$ cat src/rtl/lsu_ctrl_if.sv
// lsu_ctrl_if -- core request/response channel plus memory bus of the
// load/store unit controller.
//   req_*  : core -> controller request (valid/ready handshake)
//   resp_* : controller -> core one-cycle completion pulse
//   mem_*  : controller <-> memory request/grant and read-data return
// Modports:
//   slave  : the controller itself (lsu_ctrl)
//   master : the environment driving the core and memory sides
interface lsu_ctrl_if;
    logic        req_valid_i;
    logic        req_ready_o;
    logic        req_we_i;
    logic [2:0]  req_funct3_i;
    logic [31:0] req_addr_i;
    logic [31:0] req_wdata_i;

    logic        resp_valid_o;
    logic        resp_err_o;
    logic [31:0] resp_rdata_o;

    logic        mem_req_o;
    logic        mem_we_o;
    logic [31:0] mem_addr_o;
    logic [3:0]  mem_be_o;
    logic [31:0] mem_wdata_o;
    logic        mem_gnt_i;
    logic        mem_rvalid_i;
    logic [31:0] mem_rdata_i;

    modport slave (
        input  req_valid_i, req_we_i, req_funct3_i, req_addr_i, req_wdata_i,
        input  mem_gnt_i, mem_rvalid_i, mem_rdata_i,
        output req_ready_o, resp_valid_o, resp_err_o, resp_rdata_o,
        output mem_req_o, mem_we_o, mem_addr_o, mem_be_o, mem_wdata_o
    );

    modport master (
        output req_valid_i, req_we_i, req_funct3_i, req_addr_i, req_wdata_i,
        output mem_gnt_i, mem_rvalid_i, mem_rdata_i,
        input  req_ready_o, resp_valid_o, resp_err_o, resp_rdata_o,
        input  mem_req_o, mem_we_o, mem_addr_o, mem_be_o, mem_wdata_o
    );
endinterface

$ cat src/rtl/lsu_ctrl.sv
// lsu_ctrl -- single-outstanding RV32I load/store controller.
// Accepts one load/store from the core, checks alignment and funct3,
// issues a word-aligned memory request with byte enables and replicated
// store data, waits for grant / read data, and returns a one-cycle
// response with extended load data or an error (misaligned, illegal
// funct3, or timeout after TIMEOUT cycles in REQ plus WAIT).
// Ports:
//   clk_i  : clock, rising edge
//   rst_i  : asynchronous active-high reset
//   bus    : lsu_ctrl_if.slave (core request/response + memory bus)
// Parameter:
//   TIMEOUT : 1..65535, cycles allowed in REQ plus WAIT
module lsu_ctrl #(
    parameter int unsigned TIMEOUT = 255
) (
    input  logic      clk_i,
    input  logic      rst_i,
    lsu_ctrl_if.slave bus
);

    typedef enum logic [2:0] {
        S_IDLE,
        S_REQ,
        S_WAIT,
        S_RESP,
        S_ERR
    } state_t;

    state_t      state;
    state_t      state_nxt;

    logic        we_q;
    logic [2:0]  f3_q;
    logic [31:0] addr_q;
    logic [31:0] wdata_q;
    logic [31:0] rdata_q;
    logic [15:0] cnt;

    logic        hs;
    logic        illegal;
    logic        misaligned;
    logic        bad;
    logic        to_hit;
    logic        cap_rdata;
    logic [3:0]  be;
    logic [31:0] lanes;
    logic [31:0] shifted;
    logic [31:0] ext;

    assign bus.req_ready_o = (state == S_IDLE) && !rst_i;
    assign hs              = bus.req_valid_i && bus.req_ready_o;

    // Legality is judged on the live request fields at the handshake.
    always_comb begin
        illegal    = 1'b0;
        misaligned = 1'b0;
        if (bus.req_we_i) begin
            illegal = bus.req_funct3_i[2] || (bus.req_funct3_i[1:0] == 2'b11);
        end else begin
            illegal = (bus.req_funct3_i == 3'b011) || (bus.req_funct3_i[2:1] == 2'b11);
        end
        misaligned = ((bus.req_funct3_i[1:0] == 2'b01) && bus.req_addr_i[0]) ||
                     ((bus.req_funct3_i[1:0] == 2'b10) && (bus.req_addr_i[1:0] != 2'b00));
        bad = illegal || misaligned;
    end

    // The counter saturates, so >= keeps a late grant into WAIT bounded.
    assign to_hit = (cnt >= 16'(TIMEOUT - 1));

    always_ff @(posedge clk_i or posedge rst_i) begin
        if (rst_i) begin
            state <= S_IDLE;
        end else begin
            state <= state_nxt;
        end
    end

    always_comb begin
        state_nxt = state;
        cap_rdata = 1'b0;
        case (state)
            S_IDLE: begin
                if (hs) begin
                    state_nxt = bad ? S_ERR : S_REQ;
                end
            end
            S_REQ: begin
                if (bus.mem_gnt_i) begin
                    if (we_q) begin
                        state_nxt = S_RESP;
                    end else if (bus.mem_rvalid_i) begin
                        // grant and data together: skip WAIT
                        cap_rdata = 1'b1;
                        state_nxt = S_RESP;
                    end else begin
                        state_nxt = S_WAIT;
                    end
                end else if (to_hit) begin
                    state_nxt = S_ERR;
                end
            end
            S_WAIT: begin
                if (bus.mem_rvalid_i) begin
                    cap_rdata = 1'b1;
                    state_nxt = S_RESP;
                end else if (to_hit) begin
                    state_nxt = S_ERR;
                end
            end
            S_RESP:  state_nxt = S_IDLE;
            S_ERR:   state_nxt = S_IDLE;
            default: state_nxt = S_IDLE;
        endcase
    end

    always_ff @(posedge clk_i or posedge rst_i) begin
        if (rst_i) begin
            we_q    <= 1'b0;
            f3_q    <= '0;
            addr_q  <= '0;
            wdata_q <= '0;
            rdata_q <= '0;
            cnt     <= '0;
        end else begin
            if (hs) begin
                we_q    <= bus.req_we_i;
                f3_q    <= bus.req_funct3_i;
                addr_q  <= bus.req_addr_i;
                wdata_q <= bus.req_wdata_i;
                cnt     <= '0;
            end else if (((state == S_REQ) || (state == S_WAIT)) && (cnt != '1)) begin
                cnt <= cnt + 16'd1;
            end
            if (cap_rdata) begin
                rdata_q <= bus.mem_rdata_i;
            end
        end
    end

    always_comb begin
        case (f3_q[1:0])
            2'b00: begin
                be    = 4'b0001 << addr_q[1:0];
                lanes = {4{wdata_q[7:0]}};
            end
            2'b01: begin
                be    = 4'b0011 << addr_q[1:0];
                lanes = {2{wdata_q[15:0]}};
            end
            default: begin
                be    = 4'b1111;
                lanes = wdata_q;
            end
        endcase
    end

    always_comb begin
        shifted = rdata_q >> {addr_q[1:0], 3'b000};
        case (f3_q)
            3'b000:  ext = {{24{shifted[7]}}, shifted[7:0]};
            3'b001:  ext = {{16{shifted[15]}}, shifted[15:0]};
            3'b100:  ext = {24'h0, shifted[7:0]};
            3'b101:  ext = {16'h0, shifted[15:0]};
            default: ext = shifted;
        endcase
    end

    // Memory-side outputs are gated by REQ so they read zero in every
    // other state, including immediately on reset.
    assign bus.mem_req_o    = (state == S_REQ);
    assign bus.mem_we_o     = bus.mem_req_o && we_q;
    assign bus.mem_addr_o   = bus.mem_req_o ? {addr_q[31:2], 2'b00} : '0;
    assign bus.mem_be_o     = bus.mem_req_o ? be : '0;
    assign bus.mem_wdata_o  = bus.mem_req_o ? lanes : '0;

    assign bus.resp_valid_o = (state == S_RESP) || (state == S_ERR);
    assign bus.resp_err_o   = (state == S_ERR);
    assign bus.resp_rdata_o = ((state == S_RESP) && !we_q) ? ext : '0;

endmodule

$ cat src/flat_wrapper.sv
// flat-port wrapper written by rule: the top's interface ports become plain ports
module lsu_ctrl_flat 
#(
    parameter int unsigned TIMEOUT = 255
)
  (clk_i, rst_i, bus_req_valid_i, bus_req_we_i, bus_req_funct3_i, bus_req_addr_i, bus_req_wdata_i, bus_mem_gnt_i, bus_mem_rvalid_i, bus_mem_rdata_i, bus_req_ready_o, bus_resp_valid_o, bus_resp_err_o, bus_resp_rdata_o, bus_mem_req_o, bus_mem_we_o, bus_mem_addr_o, bus_mem_be_o, bus_mem_wdata_o);
  lsu_ctrl_if bus_i ();
  input  logic clk_i;
  input  logic rst_i;
  input wire logic [$bits(bus_i.req_valid_i)-1:0] bus_req_valid_i;
  input wire logic [$bits(bus_i.req_we_i)-1:0] bus_req_we_i;
  input wire logic [$bits(bus_i.req_funct3_i)-1:0] bus_req_funct3_i;
  input wire logic [$bits(bus_i.req_addr_i)-1:0] bus_req_addr_i;
  input wire logic [$bits(bus_i.req_wdata_i)-1:0] bus_req_wdata_i;
  input wire logic [$bits(bus_i.mem_gnt_i)-1:0] bus_mem_gnt_i;
  input wire logic [$bits(bus_i.mem_rvalid_i)-1:0] bus_mem_rvalid_i;
  input wire logic [$bits(bus_i.mem_rdata_i)-1:0] bus_mem_rdata_i;
  output wire logic [$bits(bus_i.req_ready_o)-1:0] bus_req_ready_o;
  output wire logic [$bits(bus_i.resp_valid_o)-1:0] bus_resp_valid_o;
  output wire logic [$bits(bus_i.resp_err_o)-1:0] bus_resp_err_o;
  output wire logic [$bits(bus_i.resp_rdata_o)-1:0] bus_resp_rdata_o;
  output wire logic [$bits(bus_i.mem_req_o)-1:0] bus_mem_req_o;
  output wire logic [$bits(bus_i.mem_we_o)-1:0] bus_mem_we_o;
  output wire logic [$bits(bus_i.mem_addr_o)-1:0] bus_mem_addr_o;
  output wire logic [$bits(bus_i.mem_be_o)-1:0] bus_mem_be_o;
  output wire logic [$bits(bus_i.mem_wdata_o)-1:0] bus_mem_wdata_o;
  assign bus_i.req_valid_i = bus_req_valid_i;
  assign bus_i.req_we_i = bus_req_we_i;
  assign bus_i.req_funct3_i = bus_req_funct3_i;
  assign bus_i.req_addr_i = bus_req_addr_i;
  assign bus_i.req_wdata_i = bus_req_wdata_i;
  assign bus_i.mem_gnt_i = bus_mem_gnt_i;
  assign bus_i.mem_rvalid_i = bus_mem_rvalid_i;
  assign bus_i.mem_rdata_i = bus_mem_rdata_i;
  assign bus_req_ready_o = bus_i.req_ready_o;
  assign bus_resp_valid_o = bus_i.resp_valid_o;
  assign bus_resp_err_o = bus_i.resp_err_o;
  assign bus_resp_rdata_o = bus_i.resp_rdata_o;
  assign bus_mem_req_o = bus_i.mem_req_o;
  assign bus_mem_we_o = bus_i.mem_we_o;
  assign bus_mem_addr_o = bus_i.mem_addr_o;
  assign bus_mem_be_o = bus_i.mem_be_o;
  assign bus_mem_wdata_o = bus_i.mem_wdata_o;
  lsu_ctrl #(.TIMEOUT(TIMEOUT)) u_core (.clk_i(clk_i), .rst_i(rst_i), .bus(bus_i));
endmodule
$ cat config.mk
export PLATFORM = sky130hd
export DESIGN_NAME = lsu_ctrl_flat
export DESIGN_NICKNAME = d
export VERILOG_FILES = /design/src/rtl/lsu_ctrl_if.sv /design/src/rtl/lsu_ctrl.sv /design/src/flat_wrapper.sv
export SDC_FILE = /design/constraint.sdc
export NUM_CORES = 1
export LEC_CHECK = 0
export CORE_ASPECT_RATIO = 1.4
export CORE_MARGIN = 1.5
export CORE_UTILIZATION = 47
export CTS_CLUSTER_DIAMETER = 80
export DETAILED_ROUTE_END_ITERATION = 10
export PLACE_DENSITY = 0.82
export SLEW_MARGIN = 15
export SYNTH_ARGS = -nofsm -noshare
export SYNTH_HDL_FRONTEND = slang
export SYNTH_SLANG_ARGS = --single-unit
$ cat constraint.sdc
create_clock -name clk_i -period 5.45 [get_ports clk_i]
set_clock_uncertainty 0.2 [all_clocks]
set_input_delay 1.635 -clock clk_i [delete_from_list [all_inputs] [get_ports clk_i]]
set_output_delay 1.635 -clock clk_i [all_outputs]
set_load 0.1 [all_outputs]
# Word-level counts from Yosys, hierarchy flattened
# Index checks and enable logic that the tools add are counted.
[totals] reg_bits=119 latchBits=0 ram_bits=0 rom_bits=0 in_bits=105 output_inout_bits=105 memories=0
[op_classes] n_addsub=1 mul=0 n_div=0 order_cmp=1 eq_ne=15 n_shift=3 mux=22 bitwise=0 reduce_logical=20
[ops] cell="$pmux W32 S4" count=1
[ops] cell="$mux W32" count=3
[ops] cell="$pmux W32 S2" count=1
[ops] cell="$mux W16" count=2
[ops] cell="$shr A32 B5 Y32" count=1
[ops] cell="$mux W3" count=6
[ops] cell="$add A16 B1 Y16 const B" count=1
[ops] cell="$ge A16 B8 Y1 const B" count=1
[ops] cell="$ne A16 B16 Y1 const B" count=1
[ops] cell="$eq A3 B2 Y1 const B" count=3
[ops] cell="$eq A3 B3 Y1 const B" count=3
[ops] cell="$pmux W3 S3" count=1
[ops] cell="$pmux W4 S2" count=1
[ops] cell="$logic_and A1 B1 Y1" count=7
[ops] cell="$eq A2 B2 Y1 const B" count=3
[ops] cell="$eq A3 B1 Y1 const B" count=2
[ops] cell="$logic_not A3 Y1" count=2
[ops] cell="$logic_or A1 B1 Y1" count=6
[ops] cell="$mux W1" count=5
[ops] cell="$eq A2 B1 Y1 const B" count=2
[ops] cell="$mux W4" count=1
[ops] cell="$reduce_bool A2 Y1" count=2
[ops] cell="$shl A1 B2 Y4 const A" count=1
[ops] cell="$shl A2 B2 Y4 const A" count=1
[ops] cell="4 further kinds" count=5

# Longest topological paths before layout
[logic_depth] depth_word=7 mapped_depth=8 ltp_nobuf=6

# Worst setup path before layout
# OpenSTA, ideal clock, no wires.
[synth_path] path_kind="input -> output" from="input rst_i" to="output bus_req_ready_o" t_arrival_ns=4.562 t_required_ns=3.615 slack_ns=-0.947 path_stages=1 path_buffers=0 cell_sequence="nor4_1"
[synth_via] elab_chain_cells=2
[synth_lines] element="start: declaration" line_no="flat_wrapper.sv:9" rtl="input logic rst_i;"
[synth_lines] element="$logic_not A1 Y1" line_no="lsu_ctrl.sv:50" rtl="assign bus.req_ready_o = (state == S_IDLE) && !rst_i;"
[synth_lines] element="$logic_and A1 B1 Y1" line_no="lsu_ctrl.sv:50"
[synth_lines] element="end: declaration" line_no="flat_wrapper.sv:18" rtl="output wire logic [$bits(bus_i.req_ready_o)-1:0] bus_req_ready_o;"
# Every way passes these cells.

# Worst setup path in the final report
[layout_path] from="register u_core.state[1]" to="output bus_mem_wdata_o[5]"
[layout_via] elab_chain_cells=2
[layout_lines] element="start: declaration" line_no="lsu_ctrl.sv:29" rtl="state_t state;"
[layout_lines] element="start signal: assignment" line_no="lsu_ctrl.sv:74" rtl="state <= state_nxt;"
[layout_lines] element="$eq A3 B1 Y1" line_no="lsu_ctrl.sv:170" rtl="assign bus.mem_req_o = (state == S_REQ);"
[layout_lines] element="$mux W32" line_no="lsu_ctrl.sv:174" rtl="assign bus.mem_wdata_o = bus.mem_req_o ? lanes : '0;"
[layout_lines] element="end: declaration" line_no="flat_wrapper.sv:26" rtl="output wire logic [$bits(bus_i.mem_wdata_o)-1:0] bus_mem_wdata_o;"
# Every way passes these cells.

==> results.json <==
{
  "portBuffers": 207,
  "power_density_nw_per_um2": 529.6,
  "synthesis.area_um2": 6360,
  "cp-end-kind": "output pin",
  "rows": 50,
  "worstPathCellList": "nand2b_1 > or2_2 > inv_1 > and2_1 > buf_4",
  "cp.required_ns": 3.62,
  "cts_setup_buffers": 0,
  "synth-seq-cells": 119,
  "grt_antenna_before_repair": 1,
  "num_vias": 5856,
  "status": "finished, final reports clean",
  "clk_latency_ns": 0.42,
  "drcViolationCount": 0,
  "hold_end": "u_core.addr_q[20]$_DFFE_PP0P_",
  "setup_tns_ns": 0,
  "hold_depth": 2,
  "maxCapViolations": 0,
  "hold_ws_ns": 0.2715,
  "worstSetupStartpointType": "flip-flop",
  "nNetsFinal": 1021,
  "dr.pass1.iters": 5,
  "reg2regPathDepth": 6,
  "synth_edf_count": 0,
  "pin_count": 210,
  "postCtsResizedCells": 0,
  "fmax_mhz": 206.4,
  "initial_utilization_pct": 47.95,
  "antenna_cells": 0,
  "slowest_stage": "inv_1",
  "synth_cell_types": 50,
  "clkSinkCount": 119,
  "drtAntennaViolNets": 0,
  "peakVddDrop_uv": 254.8,
  "finalWeightedCongestion": 0.8676,
  "cts_root_buffer": "clkbuf_16",
  "wire_per_inst_um": 16.71,
  "syn_to_final_growth_pct": 43.26,
  "finalCritPeriodShare_pct": 88.88,
  "fillCellCount": 1053,
  "yosysWarnings": 0,
  "slowest_delay_ns": 0.82,
  "synth_ff_type": "dfrtp_1",
  "total_power_mw": 4.825,
  "cts_hold_buf": 0,
  "cts_max_path_buffers": 2,
  "htreeDepth": 4,
  "drive_above_1_share_pct": 21.14,
  "wl_um": 18530,
  "most-common-layout-cells": "246 x nand2_1, 119 x dfrtp_1, 106 x clkdlybuf4s50_1",
  "p_leak_nw": 4.408,
  "path_buf_inv": 2,
  "avgSynthCellArea_um2": 8.736,
  "async_flop_share_pct": 100.0,
  "maxSlewViolCount": 0,
  "cts_tree": "done",
  "hold_violations": 0,
  "reg2reg_to": "u_core.state[0]$_DFFE_PP0P_",
  "rsz0062_at_grt": "no",
  "clkTransAtPathRegs_ns": 0.07,
  "rrSetupSlack_ns": 2.60,
  "die-area_um2": 14250,
  "rr_startpoint": "u_core.state[1]$_DFFE_PP0P_",
  "cp_top_family": "buffers and inverters",
  "worst_pin_slew_ns": 1.007,
  "hpwl_um": 13110,
  "crit_arrival_ns": 3.01,
  "grt_pass1_wl_um": 29390,
  "core-area_um2": 13260,
  "drt_iter0_markers": 330,
  "hp-class": "flip-flop to flip-flop",
  "period_needed_ns": 4.844,
  "critical_path_class": "flip-flop to output pin",
  "final_common_cell": "nand2_1",
  "die_h_um": 140.6,
  "fp.dieW_um": 101.3,
  "relSlewSlack_pct": 32.78,
  "grt_use_total_pct": 26.78,
  "grt-ovfl-total": 0,
  "grt_max_degree": 56,
  "hold_start": "u_core.addr_q[20]$_DFFE_PP0P_",
  "worstPathMaxFanout": 41,
  "vias_per_cell": 5.280,
  "cts_buffers": 17,
  "grt_pass1_vias": 5882,
  "ys_seq_area_share_pct": 46.82,
  "setup-violations-final": 0,
  "syn_inst": 728
}
per-stage QoR:
step | utilization [%] | instance area, um^2 | setup slack, ns | instances
global route | 68.70 | 9111 | 0.4128 | 1109
finish | 68.70 | 9111 | 0.6060 | 1109
CTS | 68.70 | 9111 | 0.5770 | 1109
floorplan | - | 6375 | 0.1718 | 729
global placement | 64.12 | 8504 | 0.7208 | 1077
detailed placement | 64.12 | 8504 | 0.7491 | 1077
cells in the mapped netlist (2+ instances only):
| master | n | area, um^2 |
|---|---|---|
| dfrtp_1 | 119 | 2978 |
| clkbuf_1 | 31 | 116.4 |
| nand2b_1 | 3 | 18.77 |
| nor4_1 | 6 | 37.54 |
| a21oi_1 | 33 | 165.2 |
| buf_1 | 8 | 30.03 |
| mux2i_1 | 40 | 400.4 |
| buf_6 | 2 | 22.52 |
| o21ai_0 | 12 | 60.06 |
| xnor2_1 | 4 | 35.03 |
| and3_1 | 5 | 31.28 |
| nor2b_1 | 7 | 43.79 |
| o31ai_1 | 3 | 22.52 |
| nor2_1 | 37 | 138.9 |
| nand3_1 | 6 | 30.03 |
| and2_1 | 41 | 256.5 |
| mux2_2 | 33 | 371.6 |
| nand3b_1 | 3 | 22.52 |
| inv_1 | 5 | 18.77 |
| or4_1 | 2 | 15.01 |
| nand4_1 | 5 | 31.28 |
| ha_1 | 2 | 25.02 |
| nor3_1 | 2 | 10.01 |
| nand2_1 | 247 | 927.1 |
| or3_1 | 3 | 18.77 |
| a21o_1 | 9 | 67.56 |
| buf_4 | 2 | 15.01 |
| or2_2 | 3 | 18.77 |
| o211ai_1 | 2 | 15.01 |
| buf_2 | 8 | 40.04 |
| o21ai_2 | 8 | 70.07 |
| and2b_1 | 2 | 15.01 |
| nand4b_1 | 2 | 17.52 |
| a211oi_1 | 15 | 112.6 |
| o21bai_1 | 3 | 22.52 |
cell type report:
| class | count | area (um^2) | share of cell area [%] |
|---|---|---|---|
| Clock buffer | 17 | 425.4 | 4.669 |
| Tap cell | 182 | 227.7 | 2.499 |
| Clock inverter | 15 | 181.4 | 1.991 |
| Timing Repair Buffer | 217 | 2120 | 23.26 |
| Inverter | 5 | 21.27 | 0.2335 |
| Sequential cell | 119 | 2978 | 32.68 |
| Multi-Input combinational cell | 554 | 3158 | 34.66 |
registers in the layout, indices dropped and copies added, names as in the netlist:
register        cells
u_core.addr_q      32
u_core.cnt         16
u_core.f3_q         3
u_core.rdata_q     32
u_core.state        3
u_core.wdata_q     32
u_core.we_q         1
routing by layer:
metal  track usage [%]  vias to the layer above  wire, um
met5                 0                        -        13
met4             14.33                        2       889
met3             7.189                       61      1215
met2             45.28                      222      9310
met1             30.50                     2789      7101
li1                  -                     2782         -
where the power goes:
part | internal [mW] | leakage [nW] | switching [mW] | total, mW
Clock | 0.621 | 0.296 | 0.504 | 1.13
Sequential | 1.26 | 1.48 | 0.388 | 1.64
Combinational | 0.708 | 2.63 | 1.35 | 2.06
Total | 2.59 | 4.41 | 2.24 | 4.83
tightest hold or removal path, delay by kind of cell (launching register included):
family	cells	cell delay, ns
flops	1	0.34
simple gates	2	0.10
worst max-delay path by stage:
| stage | start | to | slack [ns] | cells past startpoint |
|---|---|---|---|---|
| after floorplan | u_core.state[2]$_DFFE_PP0P_ | bus_resp_rdata_o[6] | 0.17 | 5 |
| after global placement | rst_i | bus_req_ready_o | 0.72 | 3 |
| after detailed placement | rst_i | bus_req_ready_o | 0.75 | 3 |
| after CTS | u_core.state[0]$_DFFE_PP0P_ | bus_resp_rdata_o[26] | 0.58 | 6 |
| after global routing | u_core.state[1]$_DFFE_PP0P_ | bus_mem_wdata_o[5] | 0.41 | 5 |
| final | u_core.state[1]$_DFFE_PP0P_ | bus_mem_wdata_o[5] | 0.61 | 5 |
cell families after synthesis:
kind of cell / share of synthesized area [%]
fa+ha+maj: 0.3934
other cells: 0.05896
simple gates: 26.72
compound gates: 9.266
flops: 46.82
mux: 12.37
xor+xnor: 0.5508
buf+inv: 3.817
Note: power is estimated with default switching activity, not from simulation.
